File: config.mk
export PLATFORM = sky130hd
export DESIGN_NAME = twiddle_fetch_ctrl_flat
export DESIGN_NICKNAME = d
export VERILOG_FILES = /design/src/rtl/twiddle_fetch_ctrl_if.sv /design/src/rtl/twiddle_fetch_ctrl.sv /design/src/flat_wrapper.sv
export SDC_FILE = /design/constraint.sdc
export NUM_CORES = 1
export LEC_CHECK = 0
export CAP_MARGIN = 15
export CORE_ASPECT_RATIO = 0.6
export CORE_MARGIN = 2
export CORE_UTILIZATION = 55
export CTS_BUF_LIST = sky130_fd_sc_hd__clkbuf_16
export DETAILED_ROUTE_END_ITERATION = 12
export PLACE_DENSITY = 0.79
export SYNTH_ARGS = -nofsm -noshare
export SYNTH_HDL_FRONTEND = slang
export SYNTH_SLANG_ARGS = --single-unit
File: constraint.sdc
create_clock -name clk -period 10.4 [get_ports clk]
set_clock_uncertainty 0.2 [all_clocks]
set_input_delay 3.12 -clock clk [delete_from_list [all_inputs] [get_ports clk]]
set_output_delay 3.12 -clock clk [all_outputs]
set_load 0.01 [all_outputs]
File: src/rtl/twiddle_fetch_ctrl_if.sv
// Job, ROM and twiddle-stream signals of twiddle_fetch_ctrl in one bundle.
// The slave view belongs to the controller; master is the environment side.
interface twiddle_fetch_ctrl_if #(
  parameter int unsigned ADDR_W = 5,
  parameter int unsigned DATA_W = 16
);
  logic              start;
  logic [ADDR_W-1:0] base_addr;
  logic [ADDR_W-1:0] stride;
  logic [ADDR_W:0]   count;
  logic              busy;
  logic              done;
  logic              err;
  logic [ADDR_W-1:0] rom_addr;
  logic [DATA_W-1:0] rom_re_data;
  logic [DATA_W-1:0] rom_im_data;
  logic              tw_valid;
  logic              tw_ready;
  logic [DATA_W-1:0] tw_re;
  logic [DATA_W-1:0] tw_im;
  logic              tw_last;

  modport slave (
    input  start, base_addr, stride, count, rom_re_data, rom_im_data, tw_ready,
    output busy, done, err, rom_addr, tw_valid, tw_re, tw_im, tw_last
  );

  modport master (
    output start, base_addr, stride, count, rom_re_data, rom_im_data, tw_ready,
    input  busy, done, err, rom_addr, tw_valid, tw_re, tw_im, tw_last
  );
endinterface

File: src/rtl/twiddle_fetch_ctrl.sv
// Twiddle-factor fetch sequencer: walks the ROM pair with a modular stride
// and streams {re, im, last} through a skid buffer sized to hide ROM latency.
module twiddle_fetch_ctrl #(
  parameter int unsigned ADDR_W    = 5,
  parameter int unsigned DATA_W    = 16,
  parameter int unsigned DEPTH     = 28,
  parameter int unsigned BUF_DEPTH = 4
) (
  input  logic                 clk,
  input  logic                 rst,
  twiddle_fetch_ctrl_if.slave  bus
);

  localparam int unsigned CNT_W = ADDR_W + 1;
  localparam int unsigned PTR_W = $clog2(BUF_DEPTH);
  localparam int unsigned OCC_W = $clog2(BUF_DEPTH + 1);
  localparam logic [CNT_W-1:0] DEPTH_V = CNT_W'(DEPTH);
  localparam logic [OCC_W:0]   FULL_V  = (OCC_W + 1)'(BUF_DEPTH);
  localparam logic [OCC_W-1:0] OCC_MAX = OCC_W'(BUF_DEPTH);

  typedef enum logic [1:0] {S_IDLE, S_FETCH, S_DRAIN} state_t;

  state_t            r_state, w_state_nxt;
  logic              r_busy, w_busy_nxt;
  logic              r_done, w_done_nxt;
  logic              r_err, w_err_nxt;
  logic [ADDR_W-1:0] r_rom_addr;
  logic [ADDR_W-1:0] r_stride;
  logic [CNT_W-1:0]  r_count;
  logic [CNT_W-1:0]  r_issued;
  logic [1:0]        r_fly_v;
  logic [1:0]        r_fly_last;
  logic [DATA_W-1:0] r_buf_re [BUF_DEPTH];
  logic [DATA_W-1:0] r_buf_im [BUF_DEPTH];
  logic              r_buf_last [BUF_DEPTH];
  logic [PTR_W-1:0]  r_wptr, r_rptr;
  logic [OCC_W-1:0]  r_occ;

  logic              w_load, w_issue, w_issue_last;
  logic              w_push, w_pop, w_can_issue, w_bad_job;
  logic [OCC_W:0]    w_pending;
  logic [CNT_W-1:0]  w_addr_sum;
  logic [ADDR_W-1:0] w_addr_nxt;

  function automatic logic [PTR_W-1:0] ptr_inc(input logic [PTR_W-1:0] p);
    return (p == PTR_W'(BUF_DEPTH - 1)) ? '0 : p + PTR_W'(1);
  endfunction

  // Issue gating counts reads still in flight so a push can never hit a full buffer.
  always_comb begin
    w_pop       = (r_occ != '0) && bus.tw_ready;
    w_push      = r_fly_v[1];
    w_pending   = (OCC_W + 1)'(r_occ) + (OCC_W + 1)'(r_fly_v[0]) + (OCC_W + 1)'(r_fly_v[1]);
    w_can_issue = (w_pending < FULL_V) && (r_issued < r_count);
    w_bad_job   = (CNT_W'(bus.base_addr) >= DEPTH_V) || (CNT_W'(bus.stride) >= DEPTH_V);
    w_addr_sum  = CNT_W'(r_rom_addr) + CNT_W'(r_stride);
    w_addr_nxt  = (w_addr_sum >= DEPTH_V) ? ADDR_W'(w_addr_sum - DEPTH_V) : ADDR_W'(w_addr_sum);
  end

  // FSM state and status register.
  always_ff @(posedge clk or posedge rst) begin
    if (rst) begin
      r_state <= S_IDLE;
      r_busy  <= 1'b0;
      r_done  <= 1'b0;
      r_err   <= 1'b0;
    end else begin
      r_state <= w_state_nxt;
      r_busy  <= w_busy_nxt;
      r_done  <= w_done_nxt;
      r_err   <= w_err_nxt;
    end
  end

  // Next-state logic; a start coinciding with the done pulse is dropped.
  always_comb begin
    w_state_nxt  = r_state;
    w_busy_nxt   = r_busy;
    w_done_nxt   = 1'b0;
    w_err_nxt    = 1'b0;
    w_load       = 1'b0;
    w_issue      = 1'b0;
    w_issue_last = 1'b0;
    case (r_state)
      S_IDLE: begin
        if (bus.start && !r_done) begin
          if (w_bad_job) begin
            w_err_nxt = 1'b1;
          end else if (bus.count == '0) begin
            w_done_nxt = 1'b1;
          end else begin
            w_load       = 1'b1;
            w_issue      = 1'b1;
            w_issue_last = (bus.count == CNT_W'(1));
            w_busy_nxt   = 1'b1;
            w_state_nxt  = S_FETCH;
          end
        end
      end
      S_FETCH: begin
        if (r_issued == r_count) begin
          w_state_nxt = S_DRAIN;
        end else if (w_can_issue) begin
          w_issue      = 1'b1;
          w_issue_last = (CNT_W'(r_issued + CNT_W'(1)) == r_count);
          if (w_issue_last) w_state_nxt = S_DRAIN;
        end
      end
      S_DRAIN: begin
        if (w_pop && r_buf_last[r_rptr]) begin
          w_state_nxt = S_IDLE;
          w_busy_nxt  = 1'b0;
          w_done_nxt  = 1'b1;
        end
      end
      default: w_state_nxt = S_IDLE;
    endcase
  end

  // Address walk, job latches and in-flight read tracking.
  always_ff @(posedge clk or posedge rst) begin
    if (rst) begin
      r_rom_addr <= '0;
      r_stride   <= '0;
      r_count    <= '0;
      r_issued   <= '0;
      r_fly_v    <= '0;
      r_fly_last <= '0;
    end else begin
      if (w_load) begin
        r_rom_addr <= bus.base_addr;
        r_stride   <= bus.stride;
        r_count    <= bus.count;
        r_issued   <= CNT_W'(1);
      end else if (w_issue) begin
        r_rom_addr <= w_addr_nxt;
        r_issued   <= r_issued + CNT_W'(1);
      end
      r_fly_v    <= {r_fly_v[0], w_issue};
      r_fly_last <= {r_fly_last[0], w_issue_last};
    end
  end

  // Skid buffer: captures ROM data as reads land, pops on handshake.
  always_ff @(posedge clk or posedge rst) begin
    if (rst) begin
      for (int i = 0; i < int'(BUF_DEPTH); i++) begin
        r_buf_re[i]   <= '0;
        r_buf_im[i]   <= '0;
        r_buf_last[i] <= 1'b0;
      end
      r_wptr <= '0;
      r_rptr <= '0;
      r_occ  <= '0;
    end else begin
      if (w_push) begin
        r_buf_re[r_wptr]   <= bus.rom_re_data;
        r_buf_im[r_wptr]   <= bus.rom_im_data;
        r_buf_last[r_wptr] <= r_fly_last[1];
        r_wptr             <= ptr_inc(r_wptr);
      end
      if (w_pop) r_rptr <= ptr_inc(r_rptr);
      if (w_push && !w_pop)      r_occ <= r_occ + OCC_W'(1);
      else if (!w_push && w_pop) r_occ <= r_occ - OCC_W'(1);
    end
  end

  a_no_overflow: assert property (@(posedge clk) disable iff (rst)
    !(w_push && !w_pop && (r_occ == OCC_MAX)));

  assign bus.busy     = r_busy;
  assign bus.done     = r_done;
  assign bus.err      = r_err;
  assign bus.rom_addr = r_rom_addr;
  assign bus.tw_valid = (r_occ != '0);
  assign bus.tw_re    = r_buf_re[r_rptr];
  assign bus.tw_im    = r_buf_im[r_rptr];
  assign bus.tw_last  = r_buf_last[r_rptr];

endmodule

File: src/flat_wrapper.sv
// flat-port wrapper written by rule: the top's interface ports become plain ports
module twiddle_fetch_ctrl_flat 
#(
  parameter int unsigned ADDR_W    = 5,
  parameter int unsigned DATA_W    = 16,
  parameter int unsigned DEPTH     = 28,
  parameter int unsigned BUF_DEPTH = 4
)
  (clk, rst, bus_start, bus_base_addr, bus_stride, bus_count, bus_rom_re_data, bus_rom_im_data, bus_tw_ready, bus_busy, bus_done, bus_err, bus_rom_addr, bus_tw_valid, bus_tw_re, bus_tw_im, bus_tw_last);
  twiddle_fetch_ctrl_if #(.ADDR_W(ADDR_W), .DATA_W(DATA_W)) bus_i ();
  input  logic clk;
  input  logic rst;
  input wire logic [$bits(bus_i.start)-1:0] bus_start;
  input wire logic [$bits(bus_i.base_addr)-1:0] bus_base_addr;
  input wire logic [$bits(bus_i.stride)-1:0] bus_stride;
  input wire logic [$bits(bus_i.count)-1:0] bus_count;
  input wire logic [$bits(bus_i.rom_re_data)-1:0] bus_rom_re_data;
  input wire logic [$bits(bus_i.rom_im_data)-1:0] bus_rom_im_data;
  input wire logic [$bits(bus_i.tw_ready)-1:0] bus_tw_ready;
  output wire logic [$bits(bus_i.busy)-1:0] bus_busy;
  output wire logic [$bits(bus_i.done)-1:0] bus_done;
  output wire logic [$bits(bus_i.err)-1:0] bus_err;
  output wire logic [$bits(bus_i.rom_addr)-1:0] bus_rom_addr;
  output wire logic [$bits(bus_i.tw_valid)-1:0] bus_tw_valid;
  output wire logic [$bits(bus_i.tw_re)-1:0] bus_tw_re;
  output wire logic [$bits(bus_i.tw_im)-1:0] bus_tw_im;
  output wire logic [$bits(bus_i.tw_last)-1:0] bus_tw_last;
  assign bus_i.start = bus_start;
  assign bus_i.base_addr = bus_base_addr;
  assign bus_i.stride = bus_stride;
  assign bus_i.count = bus_count;
  assign bus_i.rom_re_data = bus_rom_re_data;
  assign bus_i.rom_im_data = bus_rom_im_data;
  assign bus_i.tw_ready = bus_tw_ready;
  assign bus_busy = bus_i.busy;
  assign bus_done = bus_i.done;
  assign bus_err = bus_i.err;
  assign bus_rom_addr = bus_i.rom_addr;
  assign bus_tw_valid = bus_i.tw_valid;
  assign bus_tw_re = bus_i.tw_re;
  assign bus_tw_im = bus_i.tw_im;
  assign bus_tw_last = bus_i.tw_last;
  twiddle_fetch_ctrl #(.ADDR_W(ADDR_W), .DATA_W(DATA_W), .DEPTH(DEPTH), .BUF_DEPTH(BUF_DEPTH)) u_core (.clk(clk), .rst(rst), .bus(bus_i));
endmodule
==> metrics, run 1 <==
CTS tree=built; CTS resizes=0; ys flop type=dfrtp_1; Worst setup EP type=primary output; most common cell after layout, fill and taps aside=dfrtp_1; max-cap violations=0; outcome=finished clean; sequential share of the synthesized area=54.0%; core footprint=13800 µm²; Setup Viol. Count Final=0; vias in the first global route=5243; CTS Sinks=170; final wirelength=17000 µm; antenna diode count=0; Vias=4948; Synth-to-Final Area Change=22.2%; critical path's slowest cell=dfrtp_2; DRT iter0 DRCs=349; count of different cell masters after synthesis=48; share of layout cells above drive strength 1=32.6%; initial antenna violation count=1; Cell Count Post-Placement=809; worst setup path class=reg -> out; drt first pass iters=4; Arr. time, crit path=2.64 ns; buffer depth of the longest clock path=2; Post-synth EDFFs=0; RSZ-0062 raised after global routing=no; Max Fclk=168 MHz; Buf/Inv on CP=1; IO Port Bufs=93; Ys Warns=0; commonest cells after routing, fill and taps aside=dfrtp_1, mux2_2, clkdlybuf4s50_1, nand2_1, mux4_2; vias per cell=5.87; final antenna-violating net count=0; Synth async-reset ratio=100%; worst relative slew slack=29.6%; Post-DP HPWL=11100 µm; total power=3.31 mW; min Tclk post-route=5.96 ns; Ports=94; Peak VDD IR=187 µV; worst slew pin tran=1.06 ns; H-tree depth=4; Initial Util=57.0%; largest net degree at the start of global routing=91; HP Class=reg -> reg; die extent in y=96.7 µm; critical-path maximum fanout=35; CP startpoint kind=flip-flop; Post-Syn Area per Cell=14.4 µm²; Mapped Nets=622; Layout fillers=923; CP max stage delay=1.05 ns; post-layout util=69.7%; Placement Cell Area=8970 µm²; site row count=33; GRT Util Overall=23.6%; WL per Instance=20.1 µm; Synth Cell Area=7890 µm²; GP Congestion=0.918; CP delay by family, top=flip-flops; Die Wd=159 µm; die footprint=15300 µm²; Hold Vio Cnt, Final=0; Congestion Overflow GR=0; Final Cell Area=9640 µm²; Power Dens Cells=344 nW/µm²; pins over their slew limit=0; Gate Count Post-Synth=548; Hold Buf Count CTS=0; Clk Latency, worst-skew pair=0.42 ns; Synth Register Bits=170; Setup WS post-layout=4.44 ns; post-route insts no fill=843; hold_ws=0.165 ns; postcts setup bufs=0; TritonCTS Buffers=17; nets=712; dpl ws=4.60 ns; Remaining DRCs=0; first-pass GRT wire length=27700 µm; Post-Route Setup TNS=0 ns; worst path cell trace=mux4_2, clkdlybuf4s50_1; Worst-path clk slew=0.06 ns; period utilisation layout=57.3%; Leak=4.10 nW; WP data required=7.08 ns; Root Driver=clkbuf_16
flip-flops by register name, indices dropped and copies added (netlist names):
register / count
u_core.bus.busy: 1
u_core.bus.done: 1
u_core.bus.err: 1
u_core.bus.rom_addr: 5
u_core.r_buf_im: 64
u_core.r_buf_last: 4
u_core.r_buf_re: 64
u_core.r_count: 6
u_core.r_fly_last: 2
u_core.r_fly_v: 2
u_core.r_issued: 6
u_core.r_occ: 3
u_core.r_rptr: 2
u_core.r_state: 2
u_core.r_stride: 5
u_core.r_wptr: 2
worst paths after layout:
path,start,endpoint,slack (ns),depth (start not counted)
hold reg to reg,u_core.r_fly_last[0],u_core.r_fly_last[1],0.17,0
min in group asynchronous,rst,u_core.r_count[2],3.02,2
setup reg to reg,u_core.r_issued[3],u_core.r_issued[5],7.31,6
setup / recovery,u_core.r_rptr[1],bus_tw_re[2],4.44,2
max in group asynchronous,rst,u_core.r_rptr[0],5.79,4
hold / removal,u_core.r_fly_last[0],u_core.r_fly_last[1],0.17,0
per-layer routing:
metal	wire [µm]	GRT usage, %
met5	13	0
met4	127	5.06
met3	981	5.91
met2	7970	36.0
met1	7880	34.7
where the power goes:
part / switching (mW) / internal [mW]
logic: 0.571 / 0.852
registers: 0.231 / 0.978
clock network: 0.273 / 0.407
final cells by class:
cell class,count,area [µm²],share of cell area (%)
Sequential cell,170,4260,44.2
Multi-Input combinational cell,337,3460,35.9
Timing Repair Buffer,97,981,10.2
Clock buffer,17,425,4.42
Tap cell,192,240,2.49
Clock inverter,15,209,2.17
Inverter,15,61.3,0.636
Yosys cell counts, types with 2 or more instances:
| master | instances | area share [%] |
|---|---|---|
| dfrtp_1 | 170 | 54 |
| nor4_1 | 2 | 0.16 |
| xnor2_1 | 6 | 0.67 |
| nor2b_1 | 3 | 0.24 |
| a211oi_1 | 5 | 0.48 |
| and3_1 | 2 | 0.16 |
| nand2_1 | 41 | 2.0 |
| xor2_1 | 6 | 0.67 |
| clkbuf_1 | 3 | 0.14 |
| o22ai_1 | 2 | 0.16 |
| a22o_1 | 4 | 0.44 |
| buf_2 | 5 | 0.32 |
| nor2_1 | 11 | 0.52 |
| a21oi_1 | 4 | 0.25 |
| fa_1 | 2 | 0.51 |
| a21o_1 | 6 | 0.57 |
| o311ai_0 | 2 | 0.22 |
| mux4_2 | 33 | 9.4 |
| nor3_1 | 3 | 0.19 |
| nand3_1 | 5 | 0.32 |
| or3_1 | 2 | 0.16 |
| inv_1 | 15 | 0.71 |
| ha_1 | 20 | 3.2 |
| o211ai_1 | 3 | 0.29 |
| buf_4 | 3 | 0.29 |
| mux2_2 | 135 | 19 |
| o21a_1 | 3 | 0.29 |
| a31oi_1 | 4 | 0.32 |
| a211o_1 | 2 | 0.22 |
| buf_1 | 14 | 0.67 |
| o21ai_0 | 13 | 0.83 |
| and4_1 | 2 | 0.22 |
| nand2b_1 | 2 | 0.16 |
kinds of logic after synthesis:
family | after synthesis | share of synthesized area, %
flops | 170 | 54.0
mux | 169 | 28.8
simple gates | 77 | 4.55
compound gates | 56 | 5.09
buf+inv | 41 | 2.27
fa+ha+maj | 22 | 3.68
xor+xnor | 13 | 1.62
Note: power is estimated with default switching activity, not from simulation.
==> inputs of run 2 (changes only) <==
--- a/config.mk
+++ b/config.mk
@@ -8,10 +8,10 @@
 export CAP_MARGIN = 15
 export CORE_ASPECT_RATIO = 0.6
 export CORE_MARGIN = 2
-export CORE_UTILIZATION = 55
+export CORE_UTILIZATION = 51
 export CTS_BUF_LIST = sky130_fd_sc_hd__clkbuf_16
 export DETAILED_ROUTE_END_ITERATION = 12
-export PLACE_DENSITY = 0.79
+export PLACE_DENSITY = 0.77
 export SYNTH_ARGS = -nofsm -noshare
 export SYNTH_HDL_FRONTEND = slang
 export SYNTH_SLANG_ARGS = --single-unit
==> constraint.sdc (replaced) <==
create_clock -name clk -period 4.8 [get_ports clk]
set_clock_uncertainty 0.2 [all_clocks]
set_input_delay 1.44 -clock clk [delete_from_list [all_inputs] [get_ports clk]]
set_output_delay 1.44 -clock clk [all_outputs]
set_load 0.01 [all_outputs]
==> run 2 against run 1 <==
Routed wire length grew 2.6%. Final cell count grew 2.6%. Non-clock buffer count grew 11. Flip-flop and latch count is the same. Total power up 120%. Combinational power up 120%. Sequential share of layout area down 0.32 points. First-iteration DRC count up 0.29%.
==> metrics, run 2 (same netlist as run 1, synthesis figures left out) <==
site row count=35 (was 33); GR met1 Demand/Resource=32.0% (was 34.7%); Congestion Overflow GR=0 (unchanged); DRT iter0 DRCs=350 (was 349); share of layout cells above drive strength 1=33.4% (was 32.6%); Ports=94 (unchanged); Post-Route Setup TNS=0 ns (unchanged); hold wc startpoint=u_core.r_fly_last[0] (unchanged); Worst-path clk slew=0.07 ns (was 0.06 ns); CP max stage delay=0.86 ns (was 1.05 ns); CTS tree=built (unchanged); die extent in y=100 µm (was 96.7 µm); initial antenna violation count=0 (was 1); CTS resizes=0 (unchanged); Initial Util=51.7% (was 57.0%); GP Congestion=0.852 (was 0.918); vias per cell=5.85 (was 5.87); min Tclk post-route=4.16 ns; period utilisation layout=86.6%; Remaining DRCs=0 (unchanged); Buf/Inv on CP=2 (was 1); CTS Sinks=170 (unchanged); outcome=finished clean (unchanged); met3 Resource Use GR=5.04% (was 5.91%); hold_ws=0.164 ns (was 0.165 ns); critical path launch point=u_core.r_rptr[1] (unchanged); postcts setup bufs=0 (unchanged); HP Class=reg -> reg (unchanged); critical path's slowest cell=dfrtp_2 (unchanged); RSZ-0062 raised after global routing=no (unchanged); WL per Instance=20.1 µm (about the same); die footprint=16500 µm² (was 15300 µm²); worst setup path class=reg -> out (unchanged); pins over their slew limit=0 (unchanged); met2 Use GR=34.9% (was 36.0%); Synth-to-Final Area Change=23.1% (was 22.2%); Worst setup EP type=primary output (unchanged); critical-path maximum fanout=24 (was 35); worst hold stages=0 (unchanged); Setup WS post-layout=0.644 ns (was 4.44 ns); vias in the first global route=5357 (was 5243); r2r startpoint=u_core.r_issued[3] (unchanged); layer with the highest usage=met2 (unchanged); worst relative slew slack=24.7% (was 29.6%); dpl ws=0.734 ns (was 4.60 ns); WP data required=3.16 ns (was 7.08 ns); Setup Viol. Count Final=0 (unchanged); worst slew pin tran=1.12 ns (was 1.06 ns); worst reg2reg setup slack=1.72 ns (was 7.31 ns); first-pass GRT wire length=28300 µm (was 27700 µm); Post-DP HPWL=12000 µm (was 11100 µm); most common cell after layout, fill and taps aside=dfrtp_1 (unchanged); Peak VDD IR=412 µV (was 187 µV); core footprint=15200 µm² (was 13800 µm²); Max Fclk=241 MHz; Clk Latency, worst-skew pair=0.43 ns (was 0.42 ns); Worst path depth=3 (was 2); Hold Buf Count CTS=0 (unchanged); commonest cells after routing, fill and taps aside=dfrtp_1, mux2_2, clkdlybuf4s50_1, nand2_1, mux4_2 (unchanged); buffer depth of the longest clock path=2 (unchanged); Arr. time, crit path=2.52 ns (was 2.64 ns); GRT Util Overall=22.5% (was 23.6%); CP startpoint kind=flip-flop (unchanged); Leak=4.14 nW (was 4.10 nW); IO Port Bufs=93 (unchanged); top flop regs=u_core.r_buf_im x64, u_core.r_buf_re x64 (unchanged); final antenna-violating net count=0 (unchanged); r2r endpoint=u_core.r_issued[5] (unchanged); Reg2Reg Depth=6 (unchanged); total power=7.12 mW (was 3.31 mW); Die Wd=165 µm (was 159 µm); post-layout util=63.7% (was 69.7%); nets=723 (was 712); CP delay by family, top=flip-flops (unchanged); antenna diode count=0 (unchanged); largest net degree at the start of global routing=49 (was 91); drt first pass iters=4 (unchanged); Power Dens Cells=734 nW/µm² (was 344 nW/µm²); final wirelength=17400 µm (was 17000 µm); H-tree depth=4 (unchanged); max-cap violations=0 (unchanged); TritonCTS Buffers=17 (unchanged); Vias=5060 (was 4948); Hold Vio Cnt, Final=0 (unchanged); worst path cell trace=buf_4, mux4_2, clkdlybuf4s50_1 (was mux4_2, clkdlybuf4s50_1); Root Driver=clkbuf_16 (unchanged); end point of the critical path=bus_tw_im[12] (was bus_tw_re[2])
-- run 2: changes by cell type in the layout (fill, tap and decap cells not counted), sizes merged --
cell / delta
buf: +11
bufinv: -3
clkinv: +3
-- run 2: worst register-to-register path: stages (launching register included) --
cell	delay, ns
dfrtp_1	0.48
ha_1	0.35
and4_1	0.21
a311oi_1	0.42
nand4_1	0.63
o311ai_0	0.54
o41ai_1	0.13
-- run 2: worst min-delay path by stage --
stage	to	slack (ns)
floorplan	u_core.r_fly_last[1]	0.13
global placement	u_core.r_fly_last[1]	0.14
detailed placement	u_core.r_fly_last[1]	0.15
finish	u_core.r_fly_last[1]	0.16
global route	u_core.r_fly_last[1]	0.18
CTS	u_core.r_fly_last[1]	0.17
-- run 2: cell type report --
| class | instances | area (µm²) |
|---|---|---|
| Clock buffer | 17 | 425 |
| Sequential cell | 170 | 4260 |
| Clock inverter | 15 | 176 |
| Tap cell | 203 | 254 |
| Timing Repair Buffer | 108 | 1080 |
| Multi-Input combinational cell | 337 | 3450 |
| Fill cell | 1117 | 5530 |
| Inverter | 15 | 60.1 |
-- run 2: routing by layer --
metal / vias up / share of wire [%]
met5: - / 0
met4: 0 / 1.5
met3: 25 / 5.5
met2: 142 / 47
met1: 2663 / 46
li1: 2230 / -
-- run 2: power breakdown --
group | switching [mW] | internal (mW) | total, mW
logic | 1.26 | 1.86 | 3.12
clock network | 0.638 | 0.745 | 1.38
registers | 0.497 | 2.12 | 2.62
-- run 2: stage by stage --
step	cell area (µm²)	instances
global placement	9080	832
detailed placement	9080	832
finish	9710	865
CTS	9690	864
floorplan	7890	548
global route	9710	865
==> inputs of run 3 (changes only) <==
--- a/config.mk
+++ b/config.mk
@@ -6,7 +6,7 @@
 export NUM_CORES = 1
 export LEC_CHECK = 0
 export CAP_MARGIN = 15
-export CORE_ASPECT_RATIO = 0.6
+export CORE_ASPECT_RATIO = 1.4
 export CORE_MARGIN = 2
 export CORE_UTILIZATION = 51
 export CTS_BUF_LIST = sky130_fd_sc_hd__clkbuf_16
==> run 3 against run 2 <==
Critical path depth unchanged. Routed wire length decreased by 5.6%. Register-to-register slack improved by 0.09 ns. Core utilization about the same. Via count decreased by 3.8%. Sequential share of layout area increased by 0.51 points. Sequential power about the same. Flip-flop and latch count unchanged. Clock power decreased by 5%. Final cell count decreased by 2.3%. Largest cell class unchanged. Largest power group unchanged.
==> metrics, run 3 (same netlist as run 1, synthesis figures left out) <==
Max Fclk=244 MHz (was 241 MHz); CTS tree=built (unchanged); Hold Vio Cnt, Final=0 (unchanged); switching power=2.26 mW (was 2.40 mW); Initial Util=52.4% (was 51.7%); RSZ-0062 raised after global routing=no (unchanged); Leak=4.09 nW (was 4.14 nW); H-tree depth=4 (unchanged); first-pass GRT wire length=26900 µm (was 28300 µm); WL per Instance=19.5 µm (was 20.1 µm); Die Wd=109 µm (was 165 µm); worst hold stages=0 (unchanged); hold wc startpoint=u_core.r_fly_v[0] (was u_core.r_fly_last[0]); Setup Viol. Count Final=0 (unchanged); IO Port Bufs=93 (unchanged); largest net degree at the start of global routing=68 (was 49); critical path's slowest cell=dfrtp_2 (unchanged); Peak VDD IR=429 µV (was 412 µV); DRT iter0 DRCs=216 (was 350); sequential share of power=37.0% (was 36.8%); Clk network pwr share=18.7% (was 19.4%); die extent in y=151 µm (was 100 µm); initial antenna violation count=0 (unchanged); TritonCTS Buffers=17 (unchanged); drt first pass iters=4 (unchanged); Ports=94 (unchanged); Synth-to-Final Area Change=21.7% (was 23.1%); final wirelength=16400 µm (was 17400 µm); WP data required=3.16 ns (about the same); final antenna-violating net count=0 (unchanged); min Tclk post-route=4.10 ns (was 4.16 ns); worst relative slew slack=26.4% (was 24.7%); vias in the first global route=5355 (was 5357); worst slew pin tran=1.10 ns (was 1.12 ns); Vias=4869 (was 5060); CP startpoint kind=flip-flop (unchanged); buffer depth of the longest clock path=2 (unchanged); Post-DP HPWL=11000 µm (was 12000 µm); post-layout util=63.7% (about the same); worst reg2reg setup slack=1.81 ns (was 1.72 ns); Post-Route Setup TNS=0 ns (unchanged); share of layout cells above drive strength 1=32.3% (was 33.4%); r2r startpoint=u_core.bus.rom_addr[0] (was u_core.r_issued[3]); hold endpoint=u_core.r_fly_v[1] (was u_core.r_fly_last[1]); outcome=finished clean (unchanged); Arr. time, crit path=2.46 ns (was 2.52 ns); critical path launch point=u_core.r_rptr[1] (unchanged); top flop regs=u_core.r_buf_im x64, u_core.r_buf_re x64 (unchanged); r2r endpoint=u_core.bus.rom_addr[3] (was u_core.r_issued[5]); vias per cell=5.76 (was 5.85); worst setup path class=reg -> out (unchanged); Sw Share=32.3% (was 33.7%); Hold Buf Count CTS=0 (unchanged); CTS resizes=0 (unchanged); Setup WS post-layout=0.705 ns (was 0.644 ns); HP Class=reg -> reg (unchanged); Remaining DRCs=0 (unchanged); Reg2Reg Depth=9 (was 6); antenna diode count=0 (unchanged); Worst setup EP type=primary output (unchanged); GP Congestion=0.810 (was 0.852); period utilisation layout=85.3% (was 86.6%); commonest cells after routing, fill and taps aside=dfrtp_1, mux2_2, clkdlybuf4s50_1, nand2_1, mux4_2 (unchanged); Power Dens Cells=730 nW/µm² (was 734 nW/µm²); critical-path maximum fanout=23 (was 24); site row count=53 (was 35); worst path cell trace=buf_4, mux4_2, clkdlybuf4s50_1 (unchanged); combinational share of power=44.3% (was 43.8%); core footprint=15100 µm² (was 15200 µm²); Clk Latency, worst-skew pair=0.43 ns (about the same); dpl ws=0.758 ns (was 0.734 ns); Root Driver=clkbuf_16 (unchanged); Worst-path clk slew=0.06 ns (was 0.07 ns); most common cell after layout, fill and taps aside=dfrtp_1 (unchanged); Congestion Overflow GR=0 (unchanged); max-cap violations=0 (unchanged); CP max stage delay=0.85 ns (was 0.86 ns); die footprint=16500 µm² (about the same); CTS Sinks=170 (unchanged); Internal Power=4.74 mW (was 4.72 mW); GRT Util Overall=21.5% (was 22.5%); postcts setup bufs=0 (unchanged); total power=7.00 mW (was 7.12 mW); pins over their slew limit=0 (unchanged); nets=714 (was 723)
[run 3: cell types whose count changed in the layout (fill, tap and decap cells not counted), sizes merged]
cell and change:
buf -9, bufinv +1, clkinv +2, clkinvlp +1, inv -4
[run 3: worst max path at each step]
stage,to,slack (ns),cells past startpoint
final,bus_tw_im[12],0.70,3
after global routing,bus_tw_im[12],0.57,3
after CTS,bus_tw_im[12],0.65,3
after detailed placement,u_core.r_issued[3],0.76,6
after global placement,u_core.r_issued[3],0.83,6
after floorplan,u_core.bus.busy,0.99,1
[run 3: layer usage]
metal | global-route usage (%) | wire, µm | vias up
li1 | - | - | 2198
met1 | 25.5 | 6500 | 2532
met2 | 37.5 | 8800 | 115
met3 | 5.51 | 822 | 24
met4 | 7.44 | 311 | 0
met5 | 0 | 0 | -
[run 3: final cells by class]
class	instances	area, µm²
Fill cell	1144	5460
Sequential cell	170	4260
Multi-Input combinational cell	337	3460
Timing Repair Buffer	99	1010
Clock buffer	17	425
Tap cell	192	240
Clock inverter	15	135
Inverter	15	60.1
[run 3: stage by stage]
stage | cell area, µm² | hold slack [ns] | cells
2_1_floorplan | 7890 | 0.131 | 548
4_1_cts | 9590 | 0.195 | 845
3_5_place_dp | 9030 | 0.142 | 813
6_report | 9590 | 0.184 | 845
3_3_place_gp | 9030 | 0.134 | 813
5_1_grt | 9590 | 0.197 | 845
[run 3: worst max-delay path, delay by kind of cell, from the launching register on]
family	cells	cell delay [ns]
buffers and inverters	2	0.83
flip-flops	1	0.85
multiplexers	1	0.35
[run 3: power by group through the flow]
stage | clock, mW | sequential [mW] | combinational (mW)
floorplan | 0 | 2.40 | 2.14
CTS | 1.33 | 2.59 | 3.13
global route | 1.40 | 2.69 | 3.36
detailed placement | 0 | 2.61 | 3.12
global placement | 0 | 2.54 | 3.01
finish | 1.31 | 2.59 | 3.10
==> patch: new RTL, settings of run 2 <==
Encoding of `state_t`: now one-hot (3 bits for 3 states).
--- a/src/rtl/twiddle_fetch_ctrl.sv
+++ b/src/rtl/twiddle_fetch_ctrl.sv
@@ -20,3 +20,3 @@
 
-  typedef enum logic [1:0] {S_IDLE, S_FETCH, S_DRAIN} state_t;
+  typedef enum logic [2:0] {S_IDLE = 3'b001, S_FETCH = 3'b010, S_DRAIN = 3'b100} state_t;
 
Function: same outputs for any inputs over 4 cycles, from zero or initial values and one cycle with rst high; so few cycles prove little.
==> patch against run 2 <==
  * Synthesized area rose by 0.65%
  * Non-clock buffer count shrank 5
  * Worst setup slack lost 0.088 ns
  * Largest power group unchanged
  * Cell area barely moved
  * Combinational power decreased by 2%
  * Total power decreased by 1.3%
  * Sequential cell count grew 1
  * Largest cell class unchanged
  * Wire length fell by 2.6%
==> patch: results (changes against run 2) <==
Yosys
  – Yosys reg bits: 171 (+0.59%)
  – Sequential area share after synthesis: 0.5393 (about the same)
  – Synth cell types: 58 (+21%)
  – Most frequent cells after synthesis: dfrtp_1, mux2_2, mux4_2
  – Mapped Cells: 543 (-0.91%)
  – Top cells by area, synth: dfrtp_1, mux2_2, mux4_2
  – Synthesized Nets: 617 (-0.80%)

Power
  – Share of power burned in the clock network: 0.191 (-0.003)
  – PwrDens: 724.5 nW/um^2 (-1.3%)
  – VDD IR max: 378.7 uV (-8.0%)
  – Psw: 2.271 mW (-5.3%)
  – Gate power share: 0.434 (-0.004)
  – Pleak: 4.082 nW (-1.4%)

Setup path
  – Critical Path Max Stage Delay: 0.84 ns (-0.02 ns)
  – Crit-path max FO: 23 (-4.2%)
  – CP arrival: 2.60 ns (+0.08 ns)

Layout
  – Seq. cell area: 4283 um^2 (+0.62%)
  – Finished Layout Cells: 856 (-1.0%)
  – Non-clk buf share: 0.1050 (-0.006378)
  – #MultiIn Comb: 330 (-2.1%)
  – Fin nets: 714 (-1.2%)
  – Logic inverters: 17 (+2)
  – Design area: 9699 um^2 (about the same)
  – Layout cells sized above 1: 0.3446 (+0.01073)
  – # fillers: 1120 (+0.27%)
  – Area of the multi-input gates: 3500 um^2 (+1.4%)
  – Buffers, non-clock: 103 (-4.6%)
  – Clock buf/inv share: 0.05947 (-0.002540)

Placement
  – DP HPWL: 11.55 mm (-3.6%)
  – Placed inst area: 9123 um^2 (+0.43%)
  – Worst slack, placed: 0.8257 ns (+0.09204 ns)
  – Placed cells: 824 (-0.96%)
  – RePlAce Congestion: 0.9044 (+6.2%)

GRT
  – Met3 Resource Use GR: 0.04525 (-0.005164)
  – Via count of the first global-routing pass: 5198 (-3.0%)
  – Largest net degree at the start of global routing: 52 (+6.1%)
  – First-pass GRT wire length: 27.30 mm (-3.4%)
  – Initial antenna violation count: 1 (+1)
  – Met1 global-route usage: 0.3092 (-0.01118)
  – Met2 Use GR: 0.3426 (-0.006261)
  – Overall routing resource usage: 0.2171 (-0.007678)

Routing
  – WL final: 16.96 mm (-2.6%)
  – WL met1: 7.921 mm (-1.3%)
  – DR WL met2: 7.979 mm (-2.5%)
  – Met3 wire length: 937 um (-2.0%)
  – Drt initial violations: 299 (-15%)

CTS
  – Clk pin slew, worst setup/hold paths: 0.06 ns

Die
  – Die area: 16610 um^2 (+0.63%)

STA
  – Max_slew headroom: 0.3236 (+0.07647)

Status
  – Status: complete, no violations
-- patch: logic make-up after synthesis --
family	count (synthesis)	synth area share
AOI/OAI and AO/OA	45	0.03768
and+or+nand+nor	71	0.05077
muxes	178	0.2992
adders and majority gates	22	0.03658
DFF	171	0.5393
xor gates and xnor gates	14	0.01545
buffers and inverters	42	0.02097
-- patch: final timing paths --
kind,start,cells past startpoint,end,slack (ns)
worst max-delay path,u_core.r_rptr[0]$_DFFE_PP0P_,3,bus_tw_im[3],0.56
worst min-delay path,u_core.r_fly_last[0]$_DFF_PP0_,0,u_core.r_fly_last[1]$_DFF_PP0_,0.16
worst max register to register,u_core.r_issued[3]$_DFFE_PP0P_,6,u_core.bus.rom_addr[2]$_DFFE_PP0P_,1.84
worst min register to register,u_core.r_fly_last[0]$_DFF_PP0_,0,u_core.r_fly_last[1]$_DFF_PP0_,0.16
max in group asynchronous,rst,3,u_core.r_state[0]$_DFFE_PP1P_,2.23
min in group asynchronous,rst,2,u_core.r_buf_im[43]$_DFFE_PP0P_,1.37
